### config.mk
export PLATFORM = sky130hd
export DESIGN_NAME = piso_tx
export DESIGN_NICKNAME = d
export VERILOG_FILES = /design/src/rtl/piso_tx.sv
export SDC_FILE = /design/constraint.sdc
export NUM_CORES = 1
export LEC_CHECK = 0
export CORE_UTILIZATION = 40
export DETAILED_ROUTE_END_ITERATION = 8
export GPL_ROUTABILITY_DRIVEN = 1
export PLACE_DENSITY = 0.68
export SYNTH_ARGS = -nofsm -noshare
export SYNTH_HDL_FRONTEND = slang
export SYNTH_SLANG_ARGS = --single-unit
### constraint.sdc
create_clock -name clk -period 2.1 [get_ports clk]
set_input_delay 0.21 -clock clk [delete_from_list [all_inputs] [get_ports clk]]
set_output_delay 0.21 -clock clk [all_outputs]
set_load 0.005 [all_outputs]
### src/rtl/piso_tx.sv
// piso_tx: parallel-in/serial-out transmitter, one bit per clk.
// Accepts a WIDTH-bit word over a valid/ready handshake and streams
// it out on sout, flagging the final bit of each word with sout_last.
// Back-to-back words stream with no gap between them.
//
// Ports:
//   clk        in   system clock, rising edge
//   rst        in   synchronous reset, active-high
//   din        in   parallel word, captured only on accept
//   din_valid  in   upstream has a word on din
//   din_ready  out  word can be accepted this cycle (combinational)
//   sout       out  serial data bit (registered)
//   sout_valid out  sout carries a valid bit (registered)
//   sout_last  out  sout is the last bit of its word (registered)
//   busy       out  a word is being shifted, equals sout_valid

module piso_tx #(
    parameter int WIDTH     = 8,
    parameter bit MSB_FIRST = 1'b1
) (
    input  logic             clk,
    input  logic             rst,
    input  logic [WIDTH-1:0] din,
    input  logic             din_valid,
    output logic             din_ready,
    output logic             sout,
    output logic             sout_valid,
    output logic             sout_last,
    output logic             busy
);

    localparam int CW = (WIDTH > 2) ? $clog2(WIDTH) : 1;
    localparam logic [CW-1:0] CNT_LAST = CW'(WIDTH - 1);
    localparam logic [CW-1:0] CNT_PREV = CW'(WIDTH - 2);

    typedef enum logic {
        IDLE,
        SHIFT
    } state_t;

    state_t           state_q, state_d;
    logic [WIDTH-1:0] shreg_q, shreg_d;
    logic [CW-1:0]    cnt_q, cnt_d;
    logic             sout_q, sout_d;
    logic             valid_q, valid_d;
    logic             last_q, last_d;

    logic             at_last;
    logic             accept;
    logic             first_bit;
    logic             next_bit;
    logic [WIDTH-1:0] shifted;

    // The bit currently on sout always sits at the transmit end of
    // shreg_q; the register shifts toward that end on every advance.
    assign first_bit = MSB_FIRST ? din[WIDTH-1] : din[0];
    assign next_bit  = MSB_FIRST ? shreg_q[WIDTH-2] : shreg_q[1];
    assign shifted   = MSB_FIRST ? {shreg_q[WIDTH-2:0], 1'b0}
                                 : {1'b0, shreg_q[WIDTH-1:1]};

    assign at_last   = (state_q == SHIFT) && (cnt_q == CNT_LAST);

    // Ready on the last bit lets the next word follow with no bubble.
    assign din_ready = !rst && ((state_q == IDLE) || at_last);
    assign accept    = din_valid && din_ready;

    always_comb begin
        state_d = state_q;
        shreg_d = shreg_q;
        cnt_d   = cnt_q;
        sout_d  = sout_q;
        valid_d = valid_q;
        last_d  = last_q;

        unique case (state_q)
            IDLE: begin
                if (accept) begin
                    state_d = SHIFT;
                    shreg_d = din;
                    cnt_d   = '0;
                    sout_d  = first_bit;
                    valid_d = 1'b1;
                    last_d  = 1'b0;
                end
            end
            SHIFT: begin
                if (!at_last) begin
                    cnt_d   = cnt_q + 1'b1;
                    shreg_d = shifted;
                    sout_d  = next_bit;
                    last_d  = (cnt_q == CNT_PREV);
                end else if (accept) begin
                    shreg_d = din;
                    cnt_d   = '0;
                    sout_d  = first_bit;
                    valid_d = 1'b1;
                    last_d  = 1'b0;
                end else begin
                    state_d = IDLE;
                    shreg_d = '0;
                    cnt_d   = '0;
                    sout_d  = 1'b0;
                    valid_d = 1'b0;
                    last_d  = 1'b0;
                end
            end
            default: begin
                state_d = IDLE;
                shreg_d = '0;
                cnt_d   = '0;
                sout_d  = 1'b0;
                valid_d = 1'b0;
                last_d  = 1'b0;
            end
        endcase
    end

    always_ff @(posedge clk) begin
        if (rst) begin
            state_q <= IDLE;
            shreg_q <= '0;
            cnt_q   <= '0;
            sout_q  <= 1'b0;
            valid_q <= 1'b0;
            last_q  <= 1'b0;
        end else begin
            state_q <= state_d;
            shreg_q <= shreg_d;
            cnt_q   <= cnt_d;
            sout_q  <= sout_d;
            valid_q <= valid_d;
            last_q  <= last_d;
        end
    end

    assign sout       = sout_q;
    assign sout_valid = valid_q;
    assign sout_last  = last_q;
    assign busy       = valid_q;

endmodule

==> qor.txt, run 1 <==
Final Cycle Share -> 0.930
Initial core utilization -> 0.432
Drt drc -> 0
Max_slew headroom -> 0.777
Worst setup SP type -> flip-flop
Worst-Margin Slew -> 333 ps
Final Hold Fails -> 0
Setup ws final -> 147 ps
Core ar. -> 1760 um2
# diodes -> 0
Worst R2R Setup Slack -> 660 ps
Worst Path Buf+Inv -> 1
CP cell instances -> ha_1, ha_1, and2b_1, nor2_1, clkdlybuf4s50_1
Max-Cap Viols -> 0
Critical Path Stages -> 5
Skew final -> 2.24 ps
Vias in the first global route -> 593
Placed Instance Area -> 932 um2
RSZ-0062 raised after global routing -> false
Post-route antenna net violation count -> 0
CTS Buf Count -> 3
Critical path origin -> cnt_q[0]$_SDFFE_PP0P_
CTS Root Cell -> clkbuf_4
Peak Freq -> 0.512 GHz
WS Path Type -> flip-flop to primary output
Number of placed I/O pins -> 16
Final setup vio count -> 0
Seq pwr share -> 0.522
P_leak -> 0.366 nW
Netlist cell types -> 22
CTS max path bufs -> 2
CP Max Fanout -> 3
Hold_buf cts -> 0
Fill count -> 168
Resize count post-CTS -> 0
Aggregate routed wire length -> 1.64 mm
Share of post-route cells with drive strength above 1 -> 0.189
Max IR drop VDD -> 0.393 mV
Max Transition Viols Final -> 0
CTS clk-pin slew, worst paths -> 80 ps
Crit path max-delay family -> buffers and inverters
Final non-filler cell total -> 120
Cells after Synth -> 79
Setup TNS -> 0 ps
Util after Layout -> 0.541
Sequential area share after synthesis -> 0.368
Sink Count -> 14
Hold depth -> 2
CTS tree -> yes
Design Area, Final -> 955 um2
Hold Path Class -> flip-flop to flip-flop
Routability cong. -> 0.739
1st-iter DRT viols -> 15
Die ar. -> 2080 um2
Hold Startpoint -> sout_last$_SDFFE_PP0P_
Sw frac -> 0.266
Setup Buffers After CTS -> 0
Int Pwr -> 0.000413 W
Port bufs -> 15
Slowest cell delay on critical path -> 500 ps
Pre-Repair DR Iteration Count -> 4
Pin count of the biggest net entering global routing -> 15
Cell mode on critical path -> ha_1
Die Y -> 45.6 um
Outcome -> completed
Post-Syn Nets -> 93
YS warnings -> 0
Post-Syn Area -> 762 um2
Power density over cell area -> 589 nW/um2
FF+latch count, synth -> 14
Via-to-Cell Ratio -> 5.61
Fin crit period -> 1950 ps
Data required, critical path -> 1890 ps
Via count -> 673
Clock share of power -> 0.268
Pre-CTS setup slack -> 453 ps
GRT Residual Overflow -> 0
Syn-to-layout area delta -> 25.3%
HPWL Detailed -> 1.18 mm
Antenna violations before repair -> 0
Critical-path top delay cell -> clkdlybuf4s50_1
Rows -> 15
Worst-Skew Late Latency -> 280 ps
Register-to-Register Path Depth -> 6
Logic pwr share -> 0.211
Tot GR Track Use -> 0.174
First-pass GRT wire length -> 2.58 mm
Die X -> 45.6 um
Htree depth -> 1
Psw -> 0.000150 W
Crit path capture type -> primary output
Critical path arrival -> 1740 ps
Dpl cells -> 117
Multi-input logic area -> 414 um2
Syn_area_per_cell -> 9.65 um2
Nets -> 111
Drt wl/cell -> 13.7 um
Reg area -> 280 um2
RR Startpoint -> cnt_q[0]$_SDFFE_PP0P_
state kept, by name (all words and copies together) (netlist names):
name	count
shreg_q	7
cnt_q	3
busy	1
sout	1
sout_last	1
state_q	1
cell type report:
class | count | share of cell area
Multi-Input combinational cell | 54 | 0.434
Sequential cell | 14 | 0.294
Timing Repair Buffer | 21 | 0.204
Tap cell | 25 | 0.0328
Clock buffer | 3 | 0.0236
Inverter | 3 | 0.0118
synthesized netlist by cell type:
| cell type | number | area (um2) |
|---|---|---|
| or2_1 | 1 | 6.26 |
| buf_2 | 3 | 15.0 |
| and2b_1 | 1 | 7.51 |
| nor2_1 | 14 | 52.6 |
| ha_1 | 3 | 37.5 |
| a211oi_2 | 7 | 87.6 |
| nor3b_1 | 1 | 7.51 |
| nand2b_2 | 1 | 8.76 |
| nand2b_1 | 1 | 6.26 |
| o21a_1 | 1 | 7.51 |
| nand3_1 | 1 | 5.00 |
| buf_6 | 1 | 11.3 |
| dfxtp_1 | 14 | 280 |
| inv_1 | 3 | 11.3 |
| nor2b_4 | 1 | 13.8 |
| a21oi_1 | 3 | 15.0 |
| a22oi_1 | 1 | 7.51 |
| buf_4 | 4 | 30.0 |
| mux2i_1 | 2 | 20.0 |
| a311oi_1 | 1 | 8.76 |
| a32oi_1 | 8 | 70.1 |
| o21bai_1 | 7 | 52.6 |
power groups by stage:
| stage | Clock (W) | Combinational, W | Sequential [W] |
|---|---|---|---|
| 2_1_floorplan | 0 | 0.0000736 | 0.000298 |
| 3_3_place_gp | 0 | 0.000116 | 0.000299 |
| 3_5_place_dp | 0 | 0.000118 | 0.000300 |
| 4_1_cts | 0.000154 | 0.000119 | 0.000294 |
| 5_1_grt | 0.000165 | 0.000128 | 0.000296 |
| 6_report | 0.000151 | 0.000118 | 0.000293 |
tightest hold or removal path: cells and delay by family, from the launching register on:
kind	cells	cell delay (ps)
AO/OA/AOI/OAI	1	60
flip-flops	1	350
AND/OR/NAND/NOR	1	70
kinds of logic after synthesis:
group	after synthesis	synth area share
buf+inv	11	0.0887
simple gates	21	0.141
mux	2	0.0263
flops	14	0.368
fa+ha+maj	3	0.0493
compound gates	28	0.327
layout by cell type, fill, tap and decap left out:
| master | count |
|---|---|
| a211oi_2 | 7 |
| a21oi_1 | 3 |
| a22oi_1 | 1 |
| a311oi_1 | 1 |
| a32oi_1 | 8 |
| and2b_1 | 1 |
| buf_4 | 6 |
| clkbuf_4 | 3 |
| clkdlybuf4s50_1 | 15 |
| dfxtp_1 | 14 |
| ha_1 | 3 |
| inv_1 | 3 |
| mux2i_1 | 2 |
| nand2b_1 | 1 |
| nand2b_2 | 1 |
| nand3_1 | 1 |
| nor2_1 | 14 |
| nor2b_4 | 1 |
| nor3b_1 | 1 |
| o21a_1 | 1 |
| o21bai_1 | 7 |
| or2_1 | 1 |
per-stage QoR:
stage,power (W),hold slack (ps)
finish,0.000562,517
global route,0.000589,558
CTS,0.000567,532
detailed placement,0.000418,508
global placement,0.000415,511
floorplan,0.000372,445
layer usage:
| layer | share of wire | up-vias | track usage | wire length, um |
|---|---|---|---|---|
| met5 | 0 | - | 0 | 0 |
| met4 | 0.018 | 0 | 0.0909 | 29 |
| met3 | 0.054 | 4 | 0.0238 | 88 |
| met2 | 0.47 | 22 | 0.277 | 777 |
| met1 | 0.46 | 326 | 0.225 | 750 |
| li1 | - | 321 | - | - |
worst paths after layout:
kind	endpoint
setup / recovery	din_ready
hold / removal	sout_last$_SDFFE_PP0P_
setup reg to reg	shreg_q[5]$_SDFFE_PP0P_
hold reg to reg	sout_last$_SDFFE_PP0P_
Power figures use the tool's default switching activity.
==> run 2, diff against run 1 <==
--- a/config.mk
+++ b/config.mk
@@ -8,7 +8,7 @@
 export CORE_UTILIZATION = 40
 export DETAILED_ROUTE_END_ITERATION = 8
 export GPL_ROUTABILITY_DRIVEN = 1
-export PLACE_DENSITY = 0.68
+export PLACE_DENSITY = 0.74
 export SYNTH_ARGS = -nofsm -noshare
 export SYNTH_HDL_FRONTEND = slang
 export SYNTH_SLANG_ARGS = --single-unit
==> run 2 against run 1 <==
  * Fmax fell by 1.1%
  * Sequential cell count did not move
  * Clock skew rose by 9.5 ps
  * Non-clock buffer count fell by 1
  * Cell count did not move
  * Critical endpoint unchanged
  * Largest power group unchanged
==> qor.txt, run 2 (synthesized netlist as in run 1, its figures left out) <==
Outcome -> completed
Die X -> 45.6 um (unchanged)
Largest registers -> shreg_q: 7 flops, cnt_q: 3 flops
Port bufs -> 15 (unchanged)
Final Hold Fails -> 0 (unchanged)
GRT Residual Overflow -> 0 (unchanged)
Max_slew headroom -> 0.751 (-0.0264)
WS Path Type -> flip-flop to primary output
CP Max Fanout -> 3 (unchanged)
Post-route antenna net violation count -> 0 (unchanged)
Core ar. -> 1760 um2 (unchanged)
Antenna violations before repair -> 0 (unchanged)
Via-to-Cell Ratio -> 5.50 (-1.9%)
Rows -> 15 (unchanged)
CTS Root Cell -> clkbuf_4
CTS clk-pin slew, worst paths -> 90 ps (about the same)
Number of placed I/O pins -> 16 (unchanged)
Die ar. -> 2080 um2 (unchanged)
Data required, critical path -> 1890 ps (about the same)
Hold_buf cts -> 0 (unchanged)
Pre-CTS setup slack -> 440 ps (-13.1 ps)
Sink Count -> 14 (unchanged)
Pin count of the biggest net entering global routing -> 15 (unchanged)
RSZ-0062 raised after global routing -> false
First-pass GRT wire length -> 2.65 mm (+2.7%)
Max reg flops -> 7 (unchanged)
# diodes -> 0 (unchanged)
Most frequent cells in the layout -> clkdlybuf4s50_1 (15), nor2_1 (14), dfxtp_1 (14), a32oi_1 (8)
Power density over cell area -> 627 nW/um2 (+6.4%)
Tot GR Track Use -> 0.178 (+0.00456)
Vias in the first global route -> 611 (+3.0%)
Max Transition Viols Final -> 0 (unchanged)
Fin crit period -> 1970 ps (+20.8 ps)
Aggregate routed wire length -> 1.62 mm (-1.8%)
CTS max path bufs -> 2 (unchanged)
Setup Buffers After CTS -> 0 (unchanged)
Final Cycle Share -> 0.940 (+0.00990)
Most common cell after layout, fill and taps aside -> clkdlybuf4s50_1
Dpl cells -> 116 (-0.85%)
Setup TNS -> 0 ps (unchanged)
Max IR drop VDD -> 0.310 mV (-21%)
Worst-Margin Slew -> 372 ps (+39.4 ps)
Skew final -> 11.7 ps (+9.47 ps)
Routability cong. -> 0.759 (+2.7%)
Die Y -> 45.6 um (unchanged)
Htree depth -> 1 (unchanged)
Share of post-route cells with drive strength above 1 -> 0.189 (unchanged)
Worst-Skew Late Latency -> 280 ps (about the same)
Setup ws final -> 127 ps (-20.8 ps)
Drt drc -> 0 (unchanged)
Final non-filler cell total -> 120 (unchanged)
Final setup vio count -> 0 (unchanged)
Resize count post-CTS -> 0 (unchanged)
CTS Buf Count -> 3 (unchanged)
Nets -> 110 (-0.90%)
Via count -> 660 (-1.9%)
Fill count -> 175 (+4.2%)
1st-iter DRT viols -> 8 (-7)
Crit path capture type -> primary output
Largest register by flop count -> shreg_q
Peak Freq -> 0.507 GHz (-1.1%)
Worst setup SP type -> flip-flop
Drt wl/cell -> 13.5 um (-1.8%)
Max-Cap Viols -> 0 (unchanged)
Pre-Repair DR Iteration Count -> 4 (unchanged)
P_leak -> 0.368 nW (+0.65%)
Final Hold Slack -> 497 ps (-20.9 ps)
Critical path arrival -> 1760 ps (+20 ps)
Hold Path Class -> flip-flop to flip-flop
Syn-to-layout area delta -> 26.1%
HPWL Detailed -> 1.15 mm (-2.3%)
Initial core utilization -> 0.432 (unchanged)
CTS tree -> yes
-- run 2: cell count changes in the layout (fill, tap and decap cells not counted) --
cell,before,now
buf_4,6,5
clkbuf_8,0,1
-- run 2: final timing paths --
path	startpoint	to	slack, ps	cells after the start
max	cnt_q[0]$_SDFFE_PP0P_	din_ready	130	5
min	sout_last$_SDFFE_PP0P_	sout_last$_SDFFE_PP0P_	500	2
max reg2reg	cnt_q[0]$_SDFFE_PP0P_	shreg_q[6]$_SDFFE_PP0P_	590	6
min reg2reg	sout_last$_SDFFE_PP0P_	sout_last$_SDFFE_PP0P_	500	2
-- run 2: through the flow --
step	power, W	cell area (um2)	utilization
finish	0.000602	961	0.545
global route	0.000627	961	0.545
CTS	0.000607	961	0.545
detailed placement	0.000416	925	0.524
global placement	0.000413	925	0.524
floorplan	0.000372	762	-
-- run 2: final cells by class --
type                    count  area [um2]  area share
clock buffers               4        36.3      0.0378
flip-flops and latches     14         280       0.292
well taps                  25        31.3      0.0326
repair buffers             20         188       0.195
inverters                   3        11.3      0.0117
multi-input cells          54         414       0.431
-- run 2: power breakdown --
part | switching (W) | internal, W
clock | 0.0000868 | 0.000105
sequential | 0.0000103 | 0.000283
combinational | 0.0000547 | 0.0000621
-- run 2: layer usage --
layer  wire [um]  track usage  part of all wire  vias up
li1            -            -                 -      320
met1         725        0.217              0.45      322
met2         796        0.303              0.49       14
met3          62       0.0238             0.038        4
met4          30       0.0909             0.019        0
met5           0            0                 0        -
-- run 2: critical path, cell delays in order (launching register included) --
cell and delay (ps):
dfxtp_1 380, ha_1 160, ha_1 150, and2b_1 190
nor2_1 100, clkdlybuf4s50_1 510
==> RTL change (settings of run 1) <==
`shreg_q` no longer has a reset.
--- a/src/rtl/piso_tx.sv
+++ b/src/rtl/piso_tx.sv
@@ -120,3 +120,2 @@
             state_q <= IDLE;
-            shreg_q <= '0;
             cnt_q   <= '0;
@@ -127,3 +126,2 @@
             state_q <= state_d;
-            shreg_q <= shreg_d;
             cnt_q   <= cnt_d;
@@ -133,2 +131,6 @@
         end
+    end
+
+    always_ff @(posedge clk) begin
+        shreg_q <= shreg_d;
     end
Formal check against the unedited RTL: no difference found for any inputs over 10 cycles, from zero or initial values and one cycle with rst high; that may be too few to reach the edited logic, so the function may still have changed.
==> RTL change against run 1 <==
Power increased by 0.54%. Setup slack got worse by 0.072 ns. Utilization up 1.5 points. Final area is 12% lower. Clock skew increased by 0.0061 ns. Count of clock-buffer cells in the layout is the same. Synthesized area is 15% lower. Maximum frequency fell by 3.6%. Hold slack got worse by 0.049 ns. Sequential cell count unchanged. Wire length down 28%. First-iteration DRC count fell by 53%. Clock power up 4%. Critical path type unchanged.
==> RTL change: results (changes against run 1) <==
| Metric | Value |
|---|---|
| Run status | finished clean (unchanged) |
| DRT iter0 DRCs | 7 (was 15) |
| Final Non-Filler Cells | 89 (was 120) |
| Share of layout cells above drive strength 1 | 19.2% (was 18.9%) |
| Global-route track usage on met3 | 7.33% (was 2.38%) |
| Post-Syn Nets | 69 (was 93) |
| Metal3 WL | 70 microns (was 88 microns) |
| Routed wire length on met2 | 512 microns (was 777 microns) |
| Global routing usage on met2 | 21.8% (was 27.7%) |
| # placed instances | 85 (was 117) |
| Actual slew at the worst max-slew pin | 0.290 ns (was 0.333 ns) |
| Global-route wire length before repair | 2110 microns (was 2580 microns) |
| Avg Vias per Cell | 5.21 (was 5.61) |
| Synth area leaders | edfxtp_1 32%, dfxtp_1 22%, a22o_1 8.1% (was dfxtp_1 37%, a211oi_2 11%, a32oi_1 9.2%) |
| Post-synth top area cell | edfxtp_1 (was dfxtp_1) |
| Drt wl/cell | 13.3 microns (was 13.7 microns) |
| GR met1 Demand/Resource | 21.2% (was 22.5%) |
| Peak supply drop | 0.465 mV (was 0.393 mV) |
| All-Layer GR Usage | 16.8% (was 17.4%) |
| Leak | 0.323 nW (was 0.366 nW) |
| Synth Area in Compound Gates | 20.8% (was 32.7%) |
| Fin nets | 88 (was 111) |
| Post-DP HPWL | 830 microns (was 1180 microns) |
| Final Critical Period | 2.02 ns (was 1.95 ns) |
| Synth unique cells | 27 (was 22) |
| Synth cell count leaders | 7 x dfxtp_1, 7 x edfxtp_1, 6 x a22o_1 (was 14 x dfxtp_1, 14 x nor2_1, 8 x a32oi_1) |
| Reg2reg setup slack | 0.52 ns (was 0.66 ns) |
| Mux cell area share after synthesis | 0% (was 2.63%) |
| Initial DRT Pass Iterations | 3 (was 4) |
| Crit path to | din_ready (unchanged) |
| Vias in the first global route | 473 (was 593) |
| Post-Synth Adder-Cell Area | 5.79% (was 4.93%) |
| Worst Path Arrival | 1.81 ns (was 1.74 ns) |
| Mean Syn Cell Area | 11.8 sq um (was 9.65 sq um) |
| Number of enable flip-flop cells after synthesis | 7 (was 0) |
| R2R cell count | 5 (was 6) |
| CP Max Fanout | 5 (was 3) |
-- RTL change: worst min-delay path by stage --
| stage | startpoint | to | slack, ns | cells after the start |
|---|---|---|---|---|
| after floorplan | din_valid | state_q | 0.38 | 2 |
| after global placement | sout_last | sout_last | 0.46 | 2 |
| after detailed placement | sout_last | sout_last | 0.46 | 2 |
| after CTS | sout_last | sout_last | 0.47 | 2 |
| after global routing | sout_last | sout_last | 0.51 | 2 |
| final | sout_last | sout_last | 0.47 | 2 |
-- RTL change: power by group --
part | internal, mW | switching, mW
clock network | 0.0690 | 0.0881
registers | 0.311 | 0.00976
logic | 0.0500 | 0.0375
total | 0.430 | 0.135
-- RTL change: area by class of cell --
type	instances	area [sq um]
Fill cell	136	669
Sequential cell	14	352
Multi-Input combinational cell	35	263
Timing Repair Buffer	17	165
Clock buffer	3	22.5
Tap cell	16	20.0
Inverter	3	11.3
Clock inverter	1	3.75
